[config.mk]
export PLATFORM = sky130hd
export DESIGN_NAME = hazard_forward_unit
export DESIGN_NICKNAME = d
export VERILOG_FILES = /design/src/rtl/hazard_forward_unit.sv
export SDC_FILE = /design/constraint.sdc
export NUM_CORES = 1
export LEC_CHECK = 0
export CORE_MARGIN = 2
export CORE_UTILIZATION = 50
export DETAILED_ROUTE_END_ITERATION = 8
export PLACE_DENSITY = 0.84
export SLEW_MARGIN = 20
export SYNTH_ARGS = -nofsm -noshare
export SYNTH_HDL_FRONTEND = slang
export SYNTH_SLANG_ARGS = --single-unit
[constraint.sdc]
create_clock -name clk -period 6 [get_ports clk]
set_clock_uncertainty 0.05 [all_clocks]
set_input_delay 1.5 -clock clk [delete_from_list [all_inputs] [get_ports clk]]
set_output_delay 1.5 -clock clk [all_outputs]
set_load 0.1 [all_outputs]
[src/rtl/hazard_forward_unit.sv]
// Hazard/forwarding controller for a 5-stage pipeline: tracks in-flight destinations,
// raises load-use (or interlock-only) stalls and registers per-operand forward selects.
module hazard_forward_unit #(
  parameter int ADDR_W  = 5,
  parameter int NUM_SRC = 2,
  parameter int FWD_EN  = 1,
  parameter int CNT_W   = 16
) (
  input  logic                        clk,
  input  logic                        reset,
  input  logic                        freeze,
  input  logic                        flush,
  input  logic                        id_valid,
  input  logic                        id_reg_write,
  input  logic                        id_is_load,
  input  logic [ADDR_W-1:0]           id_dst_addr,
  input  logic [NUM_SRC*ADDR_W-1:0]   id_src_addr,
  input  logic [NUM_SRC-1:0]          id_src_used,
  output logic                        stall,
  output logic [2*NUM_SRC-1:0]        fwd_sel,
  output logic                        ex_valid,
  output logic                        mem_valid,
  output logic                        wb_valid,
  output logic [CNT_W-1:0]            stall_cnt
);

  localparam logic FWD_ON = (FWD_EN != 0);

  logic              ex_valid_q, ex_valid_d;
  logic [ADDR_W-1:0] ex_dst_q, ex_dst_d;
  logic              ex_load_q, ex_load_d;
  logic              mem_valid_q, mem_valid_d;
  logic [ADDR_W-1:0] mem_dst_q, mem_dst_d;
  logic              wb_valid_q, wb_valid_d;
  logic [2*NUM_SRC-1:0] fwd_sel_q, fwd_sel_d;
  logic [CNT_W-1:0]  stall_cnt_q, stall_cnt_d;

  logic [NUM_SRC-1:0]   match_ex;
  logic [NUM_SRC-1:0]   match_mem;
  logic [2*NUM_SRC-1:0] fwd_new;
  logic                 hazard;
  logic                 issue;

  // Per-operand comparisons against the EX and MEM slots; WB is covered by regfile write-through.
  for (genvar gi = 0; gi < NUM_SRC; gi++) begin : g_src
    logic [ADDR_W-1:0] src;
    logic              src_live;
    assign src      = id_src_addr[gi*ADDR_W +: ADDR_W];
    assign src_live = id_src_used[gi] & (src != '0);
    assign match_ex[gi]  = src_live & ex_valid_q  & (ex_dst_q  == src);
    assign match_mem[gi] = src_live & mem_valid_q & (mem_dst_q == src);
    assign fwd_new[2*gi +: 2] =
        (FWD_ON & match_ex[gi] & ~ex_load_q) ? 2'b10 :
        (FWD_ON & match_mem[gi])             ? 2'b01 : 2'b00;
  end

  // With forwarding only a load in EX blocks; without it any producer in EX or MEM blocks.
  always_comb begin
    hazard = (|(match_ex & {NUM_SRC{ex_load_q | ~FWD_ON}}))
           | ((|match_mem) & ~FWD_ON);
  end

  assign stall = id_valid & ~flush & ~freeze & hazard;
  assign issue = id_valid & ~flush & ~hazard;

  always_comb begin
    ex_valid_d  = ex_valid_q;
    ex_dst_d    = ex_dst_q;
    ex_load_d   = ex_load_q;
    mem_valid_d = mem_valid_q;
    mem_dst_d   = mem_dst_q;
    wb_valid_d  = wb_valid_q;
    fwd_sel_d   = fwd_sel_q;
    stall_cnt_d = stall_cnt_q;
    if (!freeze) begin
      wb_valid_d  = mem_valid_q;
      mem_valid_d = ex_valid_q;
      mem_dst_d   = ex_dst_q;
      ex_valid_d  = issue & id_reg_write & (id_dst_addr != '0);
      ex_dst_d    = id_dst_addr;
      ex_load_d   = id_is_load;
      fwd_sel_d   = issue ? fwd_new : '0;
      if (stall && !(&stall_cnt_q)) begin
        stall_cnt_d = stall_cnt_q + {{(CNT_W-1){1'b0}}, 1'b1};
      end
    end
  end

  always_ff @(posedge clk or posedge reset) begin
    if (reset) begin
      ex_valid_q  <= 1'b0;
      ex_dst_q    <= '0;
      ex_load_q   <= 1'b0;
      mem_valid_q <= 1'b0;
      mem_dst_q   <= '0;
      wb_valid_q  <= 1'b0;
      fwd_sel_q   <= '0;
      stall_cnt_q <= '0;
    end else begin
      ex_valid_q  <= ex_valid_d;
      ex_dst_q    <= ex_dst_d;
      ex_load_q   <= ex_load_d;
      mem_valid_q <= mem_valid_d;
      mem_dst_q   <= mem_dst_d;
      wb_valid_q  <= wb_valid_d;
      fwd_sel_q   <= fwd_sel_d;
      stall_cnt_q <= stall_cnt_d;
    end
  end

  assign fwd_sel   = fwd_sel_q;
  assign ex_valid  = ex_valid_q;
  assign mem_valid = mem_valid_q;
  assign wb_valid  = wb_valid_q;
  assign stall_cnt = stall_cnt_q;

endmodule

Word-level counts from Yosys, hierarchy flattened:

Cells that the tools add are included.

* register bits: 34
* input bits: 24
* output and inout bits: 24
* word-level logic and storage cells: 49

* $add $sub $neg: 1
* equal/unequal tests: 4
* mux-type cells: 5
* bitwise operators: 23
* reduce and logical (&&, ||, !) cells: 8

Operators by type and width (count)
* $eq 5x5->1: 4
* $and 1x1->1: 18
* $add 16x1->16 const B: 1
* $reduce_and 16->1: 1
* $reduce_bool 5->1: 3
* $mux 2: 2
* $mux 4: 1
* $not 1->1: 4
* $and 2x2->2: 1
* $mux 1: 2
* $reduce_and 2->1: 1
* $reduce_or 2->1: 1
* $logic_and 1x1->1: 1
* $logic_not 1->1: 1

Longest topological paths before layout:

Gate-level depths: netlist of the first run.

* depth after elaboration: 10
* gate-level depth with buffers: 8
* mapped depth without buffers: 7

Worst setup path before layout of the first run:

No wires, ideal clock.

* path kind: input -> output
* from: input port id_src_addr[3]
* to: output port stall
* data arrival time: 3470 ps
* slack: 980 ps
* stages: 5
* path buffers: 0
* cells stage by stage: xnor2_1 -> and3_1 -> nand4b_2 -> a21o_1 -> nor2_1

* word-level cells in the longest chain between the ends: 7
* elaborated cells between the ends (all ways): 8
* classes of those cells: eq/ne: 1; bitwise: 5; reduce/logical: 2

Ends and longest elaborated chain
* start, declared: line 17 `input logic [NUM_SRC*ADDR_W-1:0] id_src_addr,`
* $reduce_bool 5->1: line 49 `assign src_live = id_src_used[gi] & (src != '0);`
* $and 1x1->1: line 49
* $and 1x1->1: line 50 `assign match_ex[gi] = src_live & ex_valid_q & (ex_dst_q == src);`
* $and 1x1->1 *: line 50
* $and 2x2->2 *: line 59 `hazard = (|(match_ex & {NUM_SRC{ex_load_q | ~FWD_ON}}))`
* $reduce_or 2->1 *: line 59
* $and 1x1->1 *: line 63 `assign stall = id_valid & ~flush & ~freeze & hazard;`
* end, declared: line 19 `output logic stall,`

Every way passes the cells marked *; elsewhere a longest branch is shown, timed or not.

Final worst setup path of the first run:

* from: input port id_src_addr[6]
* to: output port stall

The elaborated chain is that of the path after synthesis.

==> results of run 1 <==
-- cell type report --
type | instances | area, um2
clock buffers | 7 | 55.1
clock inverters | 1 | 5.00
fillers | 257 | 1030
inverters | 2 | 7.51
multi-input cells | 116 | 912
flip-flops and latches | 34 | 851
well taps | 46 | 57.6
repair buffers | 48 | 475
-- cell usage in the layout (no fill, tap or decap), drive strengths merged, types with 7 or more instances in the layout --
| master | instances |
|---|---|
| nor2 | 9 |
| mux2 | 14 |
| and3 | 8 |
| xnor2 | 22 |
| dfrtp | 34 |
| nand3 | 10 |
| clkdlybuf4s50 | 46 |
| xor2 | 13 |
| nand2 | 9 |
| clkbuf | 7 |
| nand4 | 7 |
-- flip-flops by register name (all words and copies together) (netlist names) --
name	cells
mem_dst_q	5
mem_valid	1
stall_cnt	16
wb_valid	1
ex_dst_q	5
ex_load_q	1
fwd_sel	4
ex_valid	1
-- worst max-delay path: cells and delay by family --
kind	cells	cell delay [ns]
buf+inv	2	0.70
simple gates	3	0.76
compound gates	2	0.44
-- metal layers --
metal	vias up	wire, um	GRT usage [%]
li1	652	-	-
met1	682	1690	26.4
met2	48	1860	32.8
met3	6	220	6.69
met4	0	51	8.70
met5	-	0	0
-- stage by stage --
stage	area (um2)	hold WS (ns)	power, uW
CTS	2360	0.442	469
global route	2360	0.469	489
global placement	2300	0.423	338
finish	2360	0.438	463
floorplan	1800	0.420	308
detailed placement	2300	0.417	341
-- kinds of logic after synthesis --
logic type | count (synthesis)
multiplexers | 14
buffers and inverters | 6
AO/OA/AOI/OAI | 11
AND/OR/NAND/NOR | 55
flip-flops | 34
adder cells (fa/ha/maj) | 1
XOR/XNOR | 35
-- worst max-delay path by stage --
stage                   start  endpoint  slack [ns]  cells after the start
3_5_place_dp   id_src_addr[6]     stall        1.08                      7
3_3_place_gp   id_src_addr[6]     stall        1.10                      7
4_1_cts        id_src_addr[6]     stall        1.07                      7
2_1_floorplan  id_src_addr[3]     stall        0.98                      5
5_1_grt        id_src_addr[6]     stall        0.97                      7
6_report       id_src_addr[6]     stall        1.06                      7
-- power by group --
| group | total [uW] | internal, uW | switching [uW] |
|---|---|---|---|
| combinational | 83.8 | 40.9 | 43.0 |
| sequential | 253 | 240 | 12.8 |
| clock | 127 | 56.8 | 69.9 |
==> results.toml, run 1 <==
[grt]
grt_max_degree = 35
grt_first_pass_wirelength_um = 6620
grt-ovfl-total = 0
grt_pass1_vias = 1434
antenna_found_initial = 0
grt_usage_pct = 20.8

[logic_synthesis]
synth_edf_count = 0
netlist_area_um2 = 1800
synth_adder_area_share_pct = 0.695
netlist.area_leader.share_pct = 47.3
synth_area_per_cell_um2 = 11.5
ys_types = 29
yosysTopAreaCell = "dfrtp_1"
synth-seq-cells = 34
yosysSeqAreaShare_pct = 47.3
ys.warnings.count = 0
synth.most_common_cell = "dfrtp_1"
muxShareOfSynthArea_pct = 8.76
async_reset_ff_share_pct = 100
synth_common_cells = "34 x dfrtp_1, 22 x xnor2_1, 14 x mux2_2"
synth_area_leaders = "dfrtp_1 47%, xnor2_1 11%, mux2_2 8.8%"
yosys.area_share.xor_xnor_pct = 17.0
syn_nets = 181
synth_compound_gate_area_share_pct = 5.28
yosys.area_share.simple_pct = 18.9
synth_top_family_by_area = "simple AND/OR/NAND/NOR gates"
syn-instance-count = 156
synth_flop_cell = "dfrtp_1"

[worst_setup_path]
cp_slowest_stage_delay_ns = 0.56
worstPathRequired_ns = 4.45
end_kind = "primary output"
critPathMaxFanout = 4
arrival_ns = 3.39
critPathKind = "input pin to primary output"
start_kind = "input pin"
worst_path_max_delay_cell = "or4_1"
reg2reg_from = "stall_cnt[0]"
crit_chain = "clkdlybuf4s50_1, or4_1, o211a_1, nand4_2, a21o_1, nor2_1, buf_4"
rr_endpoint = "stall_cnt[1]"
rr_worst_depth = 6
rrSetupSlack_ns = 3.61

[clock_tree]
clock-root-buffer = "clkbuf_4"
cts_tree = "done"
ctsResizeCount = 0
clock_path_buffers = 2
clock_latency_ns = 0.32
clkTransAtPathRegs_ns = 0.10
htreeDepth = 2
cts.sinks = 34
post-cts-setup-buffers = 0
cts_buffers = 5
hold_buffers = 0

[cells_and_area]
area_growth_pct = 31.3
fin_util_pct = 69.7
n_antenna_cell = 0
finish.net_count = 232
drive_gt1_share_pct = 15.9
instances_no_fill = 254

[placed_design]
dp.cells = 246
dp_hpwl_um = 2890
place.gp.congestion = 1.03
portBuffers = 47
dp_slack_ns = 1.08

[routing]
drtIter0Drc = 48
avgRoutedWirePerCell_um = 15.0
detail-route-antenna-nets = 0
vias = 1388
drc_errors = 0
via_per_inst = 5.46
drtPass1Iterations = 4
postRouteWirelength_um = 3820

[sta]
setup_slack_ns = 1.06
fin_crit_sh_pct = 82.3
hold_viol = 0
fmax_mhz = 202
finalSetupTns_ns = 0
tightest_slew_ns = 0.981
rsz0062_at_grt = "false"
finalCriticalPeriod_ns = 4.94
finalMaxSlewViolations = 0
max-slew-margin-rel_pct = 34.4
setup_viol = 0

[min_path]
whs_path_depth = 2
min_to = "fwd_sel[3]"
min_from = "fwd_sel[3]"
hp-class = "flop to flop"

[power_and_ir_drop]
power_leakage_uw = 0.00100
powerDensity_nw_per_um2 = 196
irDropWorstVdd_v = 0.000105

[floorplan]
core_area_um2 = 3390
die_h_um = 64.0
ios = 48
num_rows = 21
die_x_um = 64.0
start_util_pct = 53.1
die_area_um2 = 4100

[outcome]
outcome = "finished, final reports clean"

[job]
drv_cap = 0
No activity file was read; power rests on OpenSTA's default activity.
==> inputs of run 2 (changes only) <==
--- a/config.mk
+++ b/config.mk
@@ -6,9 +6,9 @@
 export NUM_CORES = 1
 export LEC_CHECK = 0
 export CORE_MARGIN = 2
-export CORE_UTILIZATION = 50
+export CORE_UTILIZATION = 43
 export DETAILED_ROUTE_END_ITERATION = 8
-export PLACE_DENSITY = 0.84
+export PLACE_DENSITY = 0.77
 export SLEW_MARGIN = 20
 export SYNTH_ARGS = -nofsm -noshare
 export SYNTH_HDL_FRONTEND = slang
==> constraint.sdc (replaced) <==
create_clock -name clk -period 4.3 [get_ports clk]
set_clock_uncertainty 0.05 [all_clocks]
set_input_delay 1.075 -clock clk [delete_from_list [all_inputs] [get_ports clk]]
set_output_delay 1.075 -clock clk [all_outputs]
set_load 0.1 [all_outputs]
==> run 2 against run 1 <==
  * Non-clock buffer count increased by 1
  * Combinational power increased by 40%
  * Critical path depth unchanged
  * Hold slack got worse by 0.0015 ns
  * Die area increased by 15%
  * Wire length increased by 1.2%
  * Final area increased by 3.0%
  * Critical path type unchanged
  * Setup slack got worse by 0.82 ns
  * Clock-buffer cell count unchanged
  * Sequential power increased by 40%
  * Highest routed layer unchanged
  * Global-route usage decreased by 2.4 points
  * Power increased by 63%
==> results.toml, run 2 (synthesis gave the netlist of run 1 again) <==
[outcome]
outcome = "finished, final reports clean"

[cells_and_area]
drive_gt1_share_pct = 15.8
largest_reg_flops = 16
finish.net_count = 233
area_growth_pct = 35.2
layout_common_cells = "46 x clkdlybuf4s50_1, 34 x dfrtp_1, 22 x xnor2_1"
layout_commonest_cell = "clkdlybuf4s50_1"
n_antenna_cell = 0

[floorplan]
num_rows = 23
start_util_pct = 44.7
core_area_um2 = 4030
die_x_um = 68.7
ios = 48
die_area_um2 = 4720
die_h_um = 68.7

[clock_tree]
clock_path_buffers = 2
clock-root-buffer = "clkbuf_8"
htreeDepth = 2
cts_buffers = 5
clkTransAtPathRegs_ns = 0.06
ctsResizeCount = 0
cts.sinks = 34
cts_tree = "done"
hold_buffers = 0
clock_latency_ns = 0.28
post-cts-setup-buffers = 0

[worst_setup_path]
rr_worst_depth = 6
worst_path_max_delay_cell = "or4_1"
path_delay_family = "simple AND/OR/NAND/NOR gates"
start_kind = "input pin"
critPathKind = "input pin to primary output"
cp_slowest_stage_delay_ns = 0.56
end_kind = "primary output"
crit_chain = "clkdlybuf4s50_1, or4_1, o211a_1, nand4_2, a21o_1, nor2_1, buf_12"
worstPathRequired_ns = 3.17
critical_path_depth = 7
cp_num_buf_inv = 2
critPathMaxFanout = 4
arrival_ns = 2.93

[min_path]
hp-class = "flop to flop"
whs_path_depth = 1

[sta]
tightest_slew_ns = 0.976
fmax_mhz = 247
rsz0062_at_grt = "false"
finalMaxSlewViolations = 0
whs_ns = 0.436
setup_slack_ns = 0.244
fin_crit_sh_pct = 94.3
max-slew-margin-rel_pct = 34.7
setup_viol = 0
finalCriticalPeriod_ns = 4.06
hold_viol = 0
finalSetupTns_ns = 0

[routing]
drtPass1Iterations = 4
drc_errors = 0
detail-route-antenna-nets = 0
drtIter0Drc = 81
vias = 1369
avgRoutedWirePerCell_um = 14.9
postRouteWirelength_um = 3870
via_per_inst = 5.29

[placed_design]
dp_slack_ns = 0.252
place.gp.congestion = 0.860
portBuffers = 47
dp_hpwl_um = 2870

[grt]
grt_max_degree = 19
grt_pass1_vias = 1357
grt_first_pass_wirelength_um = 6270
grt-ovfl-total = 0
grt_usage_pct = 18.4
antenna_found_initial = 0

[power_and_ir_drop]
power_uw = 754
powerDensity_nw_per_um2 = 310
power_leakage_uw = 0.00102
irDropWorstVdd_v = 0.000197

[job]
drv_cap = 0
-- run 2: cell types whose count changed in the layout (fill, tap and decap cells not counted) --
cell	previous run	this run
buf_12	0	1
bufinv_16	0	1
clkbuf_1	1	2
clkbuf_4	5	0
clkbuf_8	1	5
clkinv_2	1	0
-- run 2: routing by layer --
metal / GRT usage (%) / share of wire [%] / up-vias
li1: - / - / 654
met1: 23.2 / 45 / 660
met2: 29.1 / 47 / 45
met3: 3.90 / 5.7 / 10
met4: 10.5 / 3.1 / 0
met5: 0 / 0 / -
-- run 2: power breakdown --
part | switching (uW) | internal (uW) | total, uW
clock network | 111 | 173 | 284
registers | 18.1 | 335 | 353
logic | 59.3 | 57.4 | 117
total | 188 | 566 | 754
-- run 2: cell type report --
class / instances / area (um2)
repair buffers: 49 / 495
multi-input cells: 116 / 912
clock buffers: 7 / 76.3
flip-flops and latches: 34 / 851
well taps: 50 / 62.6
fillers: 359 / 1590
inverters: 2 / 7.51
clock inverters: 1 / 30.0
-- run 2: final timing paths --
kind | start | end | slack (ns)
setup / recovery | id_src_addr[6] | stall | 0.24
hold / removal | stall_cnt[12] | stall_cnt[12] | 0.44
setup reg to reg | stall_cnt[0] | stall_cnt[1] | 1.92
hold reg to reg | stall_cnt[12] | stall_cnt[12] | 0.44
max in group asynchronous | reset | mem_dst_q[0] | 2.39
min in group asynchronous | reset | stall_cnt[0] | 1.12
-- run 2: stage by stage --
stage                     std cells  util [%]  cell area (um2)
after floorplan                 156         -             1800
after global placement          251      57.8             2330
after detailed placement        251      57.8             2330
after CTS                       259      60.4             2430
after global routing            259      60.4             2430
final                           259      60.4             2430
-- run 2: worst reg2reg max path: cells and delay by family (launching register included) --
kind	cells	cell delay, ns
AO/OA/AOI/OAI	2	0.73
AND/OR/NAND/NOR	2	0.44
adder cells (fa/ha/maj)	1	0.23
flip-flops	1	0.42
multiplexers	1	0.39
